File: src/rtl/uart_host_ctrl.sv
// uart_host_ctrl: polls UART status, drains RX bytes, round-robin TX arbitration.
// Define UART_HOST_CTRL_ERR_DROP_EN to drop framing/parity-errored RX bytes.
`timescale 1ns/1ps
module uart_host_ctrl #(
  parameter int NREQ    = 4,
  parameter int HOLDOFF = 2
) (
  input  logic              clk,
  input  logic              reset,
  input  logic [NREQ-1:0]   req_valid,
  input  logic [8*NREQ-1:0] req_data,
  output logic [NREQ-1:0]   req_ack,
  input  logic [7:0]        uart_data_out,
  output logic              read_status,
  output logic              read_data,
  output logic              tx_load,
  output logic [7:0]        tx_data,
  output logic              rx_valid,
  output logic [7:0]        rx_byte,
  output logic [2:0]        rx_err,
  output logic [7:0]        drop_cnt
);

  localparam int RW = (NREQ > 1) ? $clog2(NREQ) : 1;
  localparam int HW = (HOLDOFF > 1) ? $clog2(HOLDOFF) : 1;
  localparam logic [RW-1:0] RR_RST = RW'(NREQ - 1);
  localparam logic [HW-1:0] HOLD_LAST = HW'(HOLDOFF - 1);

  typedef enum logic [2:0] {
    S_POLL,
    S_EVAL,
    S_RD,
    S_LOAD,
    S_HOLD
  } state_e;

  state_e state_q, state_d;
  logic [4:0]    stat_q, stat_d;
  logic [RW-1:0] rr_q, rr_d;
  logic [HW-1:0] hold_q, hold_d;
  logic          rx_valid_q, rx_valid_d;
  logic [7:0]    rx_byte_q, rx_byte_d;
  logic [2:0]    rx_err_q, rx_err_d;
  logic [7:0]    drop_q, drop_d;

  logic [RW-1:0] grant;
  logic [RW-1:0] sel;
  logic          grant_ok;
  logic          drop_hit;
  logic          unused_hi;

  assign unused_hi = ^uart_data_out[7:5];

`ifdef UART_HOST_CTRL_ERR_DROP_EN
  assign drop_hit = stat_q[3] | stat_q[2];
`else
  assign drop_hit = 1'b0;
`endif

  // First valid requester after the last winner, wrapping at NREQ.
  always_comb begin
    grant    = '0;
    sel      = '0;
    grant_ok = 1'b0;
    for (int k = 1; k <= NREQ; k++) begin
      sel = RW'((int'(rr_q) + k) % NREQ);
      if (!grant_ok && req_valid[sel]) begin
        grant_ok = 1'b1;
        grant    = sel;
      end
    end
  end

  always_comb begin
    state_d     = state_q;
    stat_d      = stat_q;
    rr_d        = rr_q;
    hold_d      = hold_q;
    rx_valid_d  = 1'b0;
    rx_byte_d   = rx_byte_q;
    rx_err_d    = rx_err_q;
    drop_d      = drop_q;
    read_status = 1'b0;
    read_data   = 1'b0;
    tx_load     = 1'b0;
    tx_data     = 8'h00;
    req_ack     = '0;
    unique case (state_q)
      S_POLL: begin
        read_status = 1'b1;
        stat_d      = uart_data_out[4:0];
        state_d     = S_EVAL;
      end
      S_EVAL: begin
        if (stat_q[0]) begin
          state_d = S_RD;
        end else if (stat_q[1] && |req_valid) begin
          state_d = S_LOAD;
        end else begin
          state_d = S_POLL;
        end
      end
      S_RD: begin
        read_data = 1'b1;
        state_d   = S_POLL;
        if (drop_hit) begin
          if (drop_q != 8'hFF) begin
            drop_d = drop_q + 8'd1;
          end
        end else begin
          rx_valid_d = 1'b1;
          rx_byte_d  = uart_data_out;
          rx_err_d   = stat_q[4:2];
        end
      end
      S_LOAD: begin
        if (grant_ok) begin
          tx_load        = 1'b1;
          tx_data        = req_data[8*int'(grant) +: 8];
          req_ack[grant] = 1'b1;
          rr_d           = grant;
          hold_d         = HOLD_LAST;
          state_d        = S_HOLD;
        end else begin
          state_d = S_POLL;
        end
      end
      S_HOLD: begin
        if (hold_q == '0) begin
          state_d = S_POLL;
        end else begin
          hold_d = hold_q - HW'(1);
        end
      end
      default: state_d = S_POLL;
    endcase
    // No strobe may leak out while reset is held.
    if (reset) begin
      read_status = 1'b0;
      read_data   = 1'b0;
      tx_load     = 1'b0;
      tx_data     = 8'h00;
      req_ack     = '0;
    end
  end

  always_ff @(posedge clk) begin
    if (reset) begin
      state_q    <= S_POLL;
      stat_q     <= '0;
      rr_q       <= RR_RST;
      hold_q     <= '0;
      rx_valid_q <= 1'b0;
      rx_byte_q  <= 8'h00;
      rx_err_q   <= 3'b000;
      drop_q     <= 8'h00;
    end else begin
      state_q    <= state_d;
      stat_q     <= stat_d;
      rr_q       <= rr_d;
      hold_q     <= hold_d;
      rx_valid_q <= rx_valid_d;
      rx_byte_q  <= rx_byte_d;
      rx_err_q   <= rx_err_d;
      drop_q     <= drop_d;
    end
  end

  assign rx_valid = rx_valid_q;
  assign rx_byte  = rx_byte_q;
  assign rx_err   = rx_err_q;
  assign drop_cnt = drop_q;

endmodule

File: config.mk
export PLATFORM = sky130hd
export DESIGN_NAME = uart_host_ctrl
export DESIGN_NICKNAME = d
export VERILOG_FILES = /design/src/rtl/uart_host_ctrl.sv
export SDC_FILE = /design/constraint.sdc
export NUM_CORES = 1
export LEC_CHECK = 0
export ABC_AREA = 1
export BUFFER_PORTS_ARGS = -buffer_cell sky130_fd_sc_hd__buf_2
export CORE_ASPECT_RATIO = 1.4
export CORE_MARGIN = 2
export CORE_UTILIZATION = 49
export DETAILED_ROUTE_END_ITERATION = 12
export PLACE_DENSITY_LB_ADDON = 0.25
export SLEW_MARGIN = 25
export SYNTH_ARGS = -nofsm -noshare
export SYNTH_HDL_FRONTEND = slang
export SYNTH_SLANG_ARGS = --single-unit
File: constraint.sdc
create_clock -name clk -period 4.2 [get_ports clk]
set_clock_uncertainty 0.1 [all_clocks]
set_input_delay 0.21 -clock clk [delete_from_list [all_inputs] [get_ports clk]]
set_output_delay 0.21 -clock clk [all_outputs]
set_load 0.02 [all_outputs]
==> key figures, run 1 <==
Finish
  • Share of layout cells above drive strength 1: 0.314
  • Nets: around 360
  • ANT cells: 0
  • Area of the multi-input gates: roughly 840 sq um
  • Synth-to-layout area growth: 23.6%
  • # fillers: around 330
  • Reg area: around 460 sq um

STA
  • Fmax: between 300 and 400 MHz
  • Worst-Margin Slew: between 0.7 and 0.8 ns
  • Slew Viols, Final: 0
  • Rel. slew slack: 0.504
  • RSZ-0062 raised after global routing: false
  • Final setup fails: 0
  • Period utilisation layout: 0.695
  • Tmin final: about 2.9 ns
  • Final Hold Viols: 0
  • Setup_tns: 0 ns

Clock network
  • H-tree levels: 1
  • TritonCTS clock tree: yes
  • Clock transition at path regs: approximately 0.08 ns
  • CTS max path bufs: 2
  • Clk Latency, worst-skew pair: roughly 0.26 ns
  • CTS sink count: 23
  • # hold bufs at CTS: 0
  • Clk root buf: clkbuf_8
  • Resized cells post-CTS: 0
  • CTS Buf Count: 3
  • Setup Fix Bufs, Post-CTS: 0

Worst setup path
  • Worst setup SP type: register
  • Critical Path RT: roughly 3.9 ns
  • Critical path capture point type: output pin
  • Worst EP arrival: between 2 and 3 ns
  • Crit Path Max Fanout: 26
  • Slowest cell delay on critical path: ~0.63 ns
  • Crit path kind: register to output pin
  • Reg2reg path depth: 12
  • Cell Chain, Critical Path: inv_2 > nand2_1 > nand2_1 > nand2_1 > nand2_2 > nor2_4 > nand3_2 > nand2_1 > nand2_4 > nand2_4 > inv_1 > nand2_1 > nand2_1 > nand2_1 > o21ai_1 > buf_2
  • CP most frequent cell: nand2_1
  • Critical-path top delay cell: dfxtp_1

Yosys
  • Post-synthesis cell area: approximately 0.0016 sq mm
  • Synth warn: 0
  • Synth top cells by count: nand2_1 (54), inv_1 (40), dfxtp_1 (23)
  • Number of enable flip-flop cells after synthesis: 0
  • Synth unique cells: 27
  • Seq/Total Area, Yosys: 0.295
  • Async SR Flop Fraction: 0
  • Synth area leaders: dfxtp_1 (30%), nand2_1 (13%), inv_1 (9.6%)
  • Most frequent cell after synthesis: nand2_1
  • Leading area contributor after synthesis: dfxtp_1
  • Syn Inst Count: about 250
  • Synth Area per Inst: about 6.3 sq um
  • Yosys top cell area share: 0.295
  • Main synth FF type: dfxtp_1
  • FF+latch count, synth: 23

GRT
  • Initial antenna violation count: 0
  • First-pass GRT wire length: just over 6000 microns
  • Vias in the first global route: 1560
  • Total gr overflow: 0
  • Global-route usage over all layers: 0.206
  • Pin count of the biggest net entering global routing: 27

Place
  • PortBufs: 72
  • Post-DP HPWL: approximately 2900 microns
  • Routability cong.: between 0.8 and 0.9

Floorplanning
  • Initial core utilization: 0.509
  • Die width: around 52 microns
  • Row cnt: 24
  • Core Area: about 0.003 sq mm
  • Die H: between 70 and 80 microns
  • I/O Pins: 81
  • Total die area: 0.00366 sq mm

Pwr
  • Pwr Density: between 200 and 300 mW/mm^2
  • Leak pwr: roughly 1.1 nW
  • Maximum vdd drop: 0.265 mV
  • Total chip power: roughly 0.53 mW

Min path
  • Worst Hold Class: input pin to register
  • Worst hold path depth: 3

Detailed routing
  • Via density: ~4.8
  • DRT Pass-1 Iters: 4
  • DR iter-0 viols: 26
  • WL/cell: 10.2 microns
  • DRC: 0
  • Number of routed nets with antenna violations: 0
  • Via count: around 1.7k
  • Total wirelength of the detailed-routed design: 3620 microns

Outcome
  • Status: completed

Job
  • Max cap viols: 0
cell usage in the layout (no fill, tap or decap):
| master | n |
|---|---|
| buf_2 | 72 |
| nand2_1 | 54 |
| inv_1 | 40 |
| dfxtp_1 | 23 |
| o21ai_0 | 20 |
| a21oi_1 | 19 |
| nand3_1 | 15 |
| nor2_1 | 15 |
| nand2_2 | 10 |
| conb_1 | 8 |
| o21ai_1 | 5 |
| inv_2 | 4 |
| nand3b_1 | 4 |
| o211ai_1 | 4 |
| nand3_2 | 3 |
| nand2_4 | 3 |
| nor3_1 | 3 |
| clkbuf_8 | 3 |
| nand4_1 | 2 |
| nor2_2 | 2 |
| nor2_4 | 1 |
| o21ai_2 | 1 |
| nor4_1 | 1 |
| clkinv_1 | 1 |
| a31oi_1 | 1 |
| clkbuf_1 | 1 |
state kept, by name (all words and copies together) (netlist names):
name and flops:
rr_q 2, hold_q 1, rx_err 3, rx_byte 8, state_q 3, rx_valid 1
stat_q 5
kinds of logic (layout without fill, tap and decap cells):
logic type	count (synthesis)	count (layout)	synth area share
simple gates	113	113	0.352
buf+inv	60	121	0.181
compound gates	50	50	0.170
flops	23	23	0.295
other cells	1	8	0.00241
where the power goes:
part           switching (mW)  internal [mW]  leakage (nW)
Combinational          0.0982         0.0537         0.844
Sequential            0.00874          0.233         0.188
Clock                  0.0676         0.0677        0.0228
Total                   0.175          0.354          1.05
cell type report:
cell class | count | area share
multi-input combinational | 171 | 0.438
sequential | 23 | 0.239
timing repair buffer | 72 | 0.187
inverter | 45 | 0.0877
tap | 39 | 0.0253
clock buffer | 4 | 0.0234
worst max-delay path, delay by kind of cell (launching register included):
kind	cells	cell delay (ns)
flip-flops	1	0.63
AO/OA/AOI/OAI	1	0.06
AND/OR/NAND/NOR	12	1.17
buffers and inverters	3	0.48
stage by stage:
step	area, sq um	setup WS (ns)	hold slack [ns]	std cells	util
CTS	1930	1.30	0.0841	354	0.629
global placement	1880	1.66	0.331	350	0.614
global route	1930	0.921	0.105	354	0.629
finish	1930	1.28	0.0848	354	0.629
detailed placement	1880	1.59	0.335	350	0.614
floorplan	1590	2.10	0.245	254	-
worst paths after layout:
path | startpoint | end | slack, ns
max | rr_q[0] | tx_data[5] | 1.28
min | uart_data_out[3] | stat_q[3] | 0.08
max reg2reg | rr_q[0] | rr_q[0] | 1.90
min reg2reg | rx_byte[0] | rx_byte[0] | 0.34
metal layers:
metal  share of wire  routed length (microns)  GRT usage
met4           0.011                       41     0.0702
met3           0.038                      139     0.0211
met2            0.54                     1960      0.393
met1            0.41                     1480      0.229
met5               0                        0          0
No activity file was read; power rests on OpenSTA's default activity.
==> run 2, diff against run 1 <==
--- a/config.mk
+++ b/config.mk
@@ -5,11 +5,11 @@
 export SDC_FILE = /design/constraint.sdc
 export NUM_CORES = 1
 export LEC_CHECK = 0
-export ABC_AREA = 1
+export ABC_AREA = 0
 export BUFFER_PORTS_ARGS = -buffer_cell sky130_fd_sc_hd__buf_2
 export CORE_ASPECT_RATIO = 1.4
 export CORE_MARGIN = 2
-export CORE_UTILIZATION = 49
+export CORE_UTILIZATION = 38
 export DETAILED_ROUTE_END_ITERATION = 12
 export PLACE_DENSITY_LB_ADDON = 0.25
 export SLEW_MARGIN = 25
==> constraint.sdc (replaced) <==
create_clock -name clk -period 2.6 [get_ports clk]
set_clock_uncertainty 0.1 [all_clocks]
set_input_delay 0.13 -clock clk [delete_from_list [all_inputs] [get_ports clk]]
set_output_delay 0.13 -clock clk [all_outputs]
set_load 0.02 [all_outputs]
==> key figures, run 2 <==
Worst setup path
  • Critical Path RT: 2.37 ns
  • Worst reg2reg startpoint: rr_q[1]
  • Reg2reg path depth: 6
  • Crit path kind: register to output pin
  • Critical path capture point type: output pin
  • Worst R2R End: rr_q[0]
  • Worst EP arrival: between 1.5 and 2 ns
  • Crit Path Max Fanout: 6
  • R2R setup slack: approximately 0.90 ns
  • Worst setup SP type: register

Clock network
  • CTS max path bufs: 2
  • CTS sink count: 23
  • CTS Buf Count: 3
  • Clock transition at path regs: 0.08 ns
  • Resized cells post-CTS: 0
  • # hold bufs at CTS: 1
  • H-tree levels: 1
  • Clk root buf: clkbuf_8
  • Clk Latency, worst-skew pair: about 0.26 ns
  • TritonCTS clock tree: yes
  • Setup Fix Bufs, Post-CTS: 0

STA
  • Period utilisation layout: 0.824
  • RSZ-0062 raised after global routing: false
  • Min setup slack post-route: approximately 0.46 ns
  • Final setup fails: 0
  • Worst-Margin Slew: between 0.6 and 0.7 ns
  • Rel. slew slack: 0.541
  • Hold slack: -0.000947 ns
  • Fmax: approximately 470 MHz
  • Final Hold Viols: 1
  • Tmin final: around 2.1 ns
  • Slew Viols, Final: 0
  • Setup_tns: 0 ns

Pwr
  • Net Sw Frac: 0.275
  • Internal: about 0.55 mW
  • Sw Pwr: ~0.21 mW
  • Maximum vdd drop: just over 0.4 mV
  • Share of total power in the clock network: 0.291
  • Seq pwr share: 0.501
  • Pwr Density: roughly 460 mW/mm^2
  • Leak pwr: 0.889 nW
  • Comb power frac: 0.207

GRT
  • Vias in the first global route: 1081
  • Global-route usage over all layers: 0.158
  • Initial antenna violation count: 0
  • First-pass GRT wire length: about 4600 microns
  • Pin count of the biggest net entering global routing: 25
  • Total gr overflow: 0

Outcome
  • Status: finished with violations
  • Failing checks: negative hold slack

Yosys
  • Synth unique cells: 31
  • FF+latch count, synth: 23
  • Most frequent cell after synthesis: nand2_1
  • Post-synthesis cell area: approximately 0.0013 sq mm
  • Syn Inst Count: roughly 160
  • Yosys top cell area share: 0.358
  • Leading area contributor after synthesis: dfxtp_1
  • Number of enable flip-flop cells after synthesis: 0
  • Main synth FF type: dfxtp_1
  • Synth warn: 0
  • Async SR Flop Fraction: 0
  • Seq/Total Area, Yosys: 0.358
  • Synth top cells by count: nand2_1 (31), dfxtp_1 (23), mux2i_1 (22)
  • Synth Area per Inst: just over 8 sq um
  • Synth area leaders: dfxtp_1 (36%), mux2i_1 (17%), nand2_1 (9.0%)

Detailed routing
  • DR iter-0 viols: 28
  • Via density: just under 5
  • Total wirelength of the detailed-routed design: 3100 microns
  • DRT Pass-1 Iters: 4
  • Via count: about 1.3k
  • Number of routed nets with antenna violations: 0
  • WL/cell: 11.7 microns
  • DRC: 0

Floorplanning
  • I/O Pins: 81
  • Die width: 53.2 microns
  • Die H: ~73 microns
  • Initial core utilization: 0.388
  • Total die area: between 0.003 and 0.004 sq mm
  • Core Area: 0.00332 sq mm
  • Row cnt: 25

Job
  • Max cap viols: 0

Place
  • Routability cong.: approximately 0.80
  • Post-DP HPWL: 2440 microns
  • PortBufs: 72
  • Placement Setup Slack: 0.750 ns

Finish
  • Synth-to-layout area growth: 29.4%
  • Leading cell type in the layout, fill and taps excluded: buf_2
  • Share of layout cells above drive strength 1: 0.363
  • Nets: about 270
  • Max reg flops: 8
  • ANT cells: 0
  • Most frequent cells in the layout: buf_2 (72), nand2_1 (31), dfxtp_1 (23)

Min path
  • Worst Hold Class: input pin to register
  • Hold endpoint: rx_byte[7]
  • Worst hold path depth: 3
  • Hold path start: uart_data_out[7]
## run 2: cell count changes after synthesis, sizes merged, moves of 4 or more
cell	delta
o22ai	+9
a21oi	-4
inv	-42
nor2	-5
mux2i	+22
nand2	-36
nand2b	+5
nand3b	-4
o211ai	-4
nand3	-18
o21ai	-22
## run 2: how the worst max path moves through the flow
stage	startpoint	endpoint	slack (ns)
2_1_floorplan	rr_q[1]	tx_data[4]	0.76
3_3_place_gp	state_q[2]	tx_data[3]	0.74
3_5_place_dp	state_q[1]	tx_data[3]	0.75
4_1_cts	state_q[1]	tx_data[3]	0.45
5_1_grt	state_q[1]	tx_data[5]	0.30
6_report	state_q[1]	tx_data[3]	0.46
## run 2: power by group through the flow
stage / Sequential [mW] / Combinational [mW] / Clock, mW
6_report: 0.380 / 0.157 / 0.221
5_1_grt: 0.383 / 0.174 / 0.237
4_1_cts: 0.380 / 0.159 / 0.223
3_5_place_dp: 0.388 / 0.157 / 0
3_3_place_gp: 0.388 / 0.156 / 0
2_1_floorplan: 0.387 / 0.116 / 0
## run 2: kinds of logic after synthesis
family                 Yosys count  share of synthesized area
AND/OR/NAND/NOR                 59                      0.212
AO/OA/AOI/OAI                   33                      0.152
flip-flops                      23                      0.358
multiplexers                    22                      0.171
buffers and inverters           20                      0.105
other                            1                    0.00291
## run 2: layer usage
layer,global-route usage,up-vias,routed length (microns)
li1,-,662,-
met1,0.171,576,1240
met2,0.282,71,1450
met3,0.0348,4,370
met4,0.0769,0,41
met5,0,-,0
## run 2: final cells by class
class / instances / area, sq um
clock buffer: 4 / 45.0
fill: 345 / 1650
inverter: 2 / 7.51
multi-input combinational: 122 / 718
sequential: 23 / 460
tap: 40 / 50.0
timing repair buffer: 75 / 385
## run 2: critical path, stage by stage, from the launching register on
cell and delay [ns]:
dfxtp_1 0.43, nand2b_1 0.11, a21oi_1 0.21, and3b_1 0.31
nand2_1 0.18, o22ai_1 0.21, buf_2 0.19
## run 2: through the flow
step	area [sq um]	utilization	hold WS, ns	cells	power (mW)
2_1_floorplan	1310	-	0.124	165	0.503
3_3_place_gp	1610	0.486	0.280	261	0.544
3_5_place_dp	1610	0.486	0.280	261	0.545
4_1_cts	1670	0.503	0.00327	266	0.762
5_1_grt	1670	0.503	0.00847	266	0.794
6_report	1670	0.503	-0.000947	266	0.759
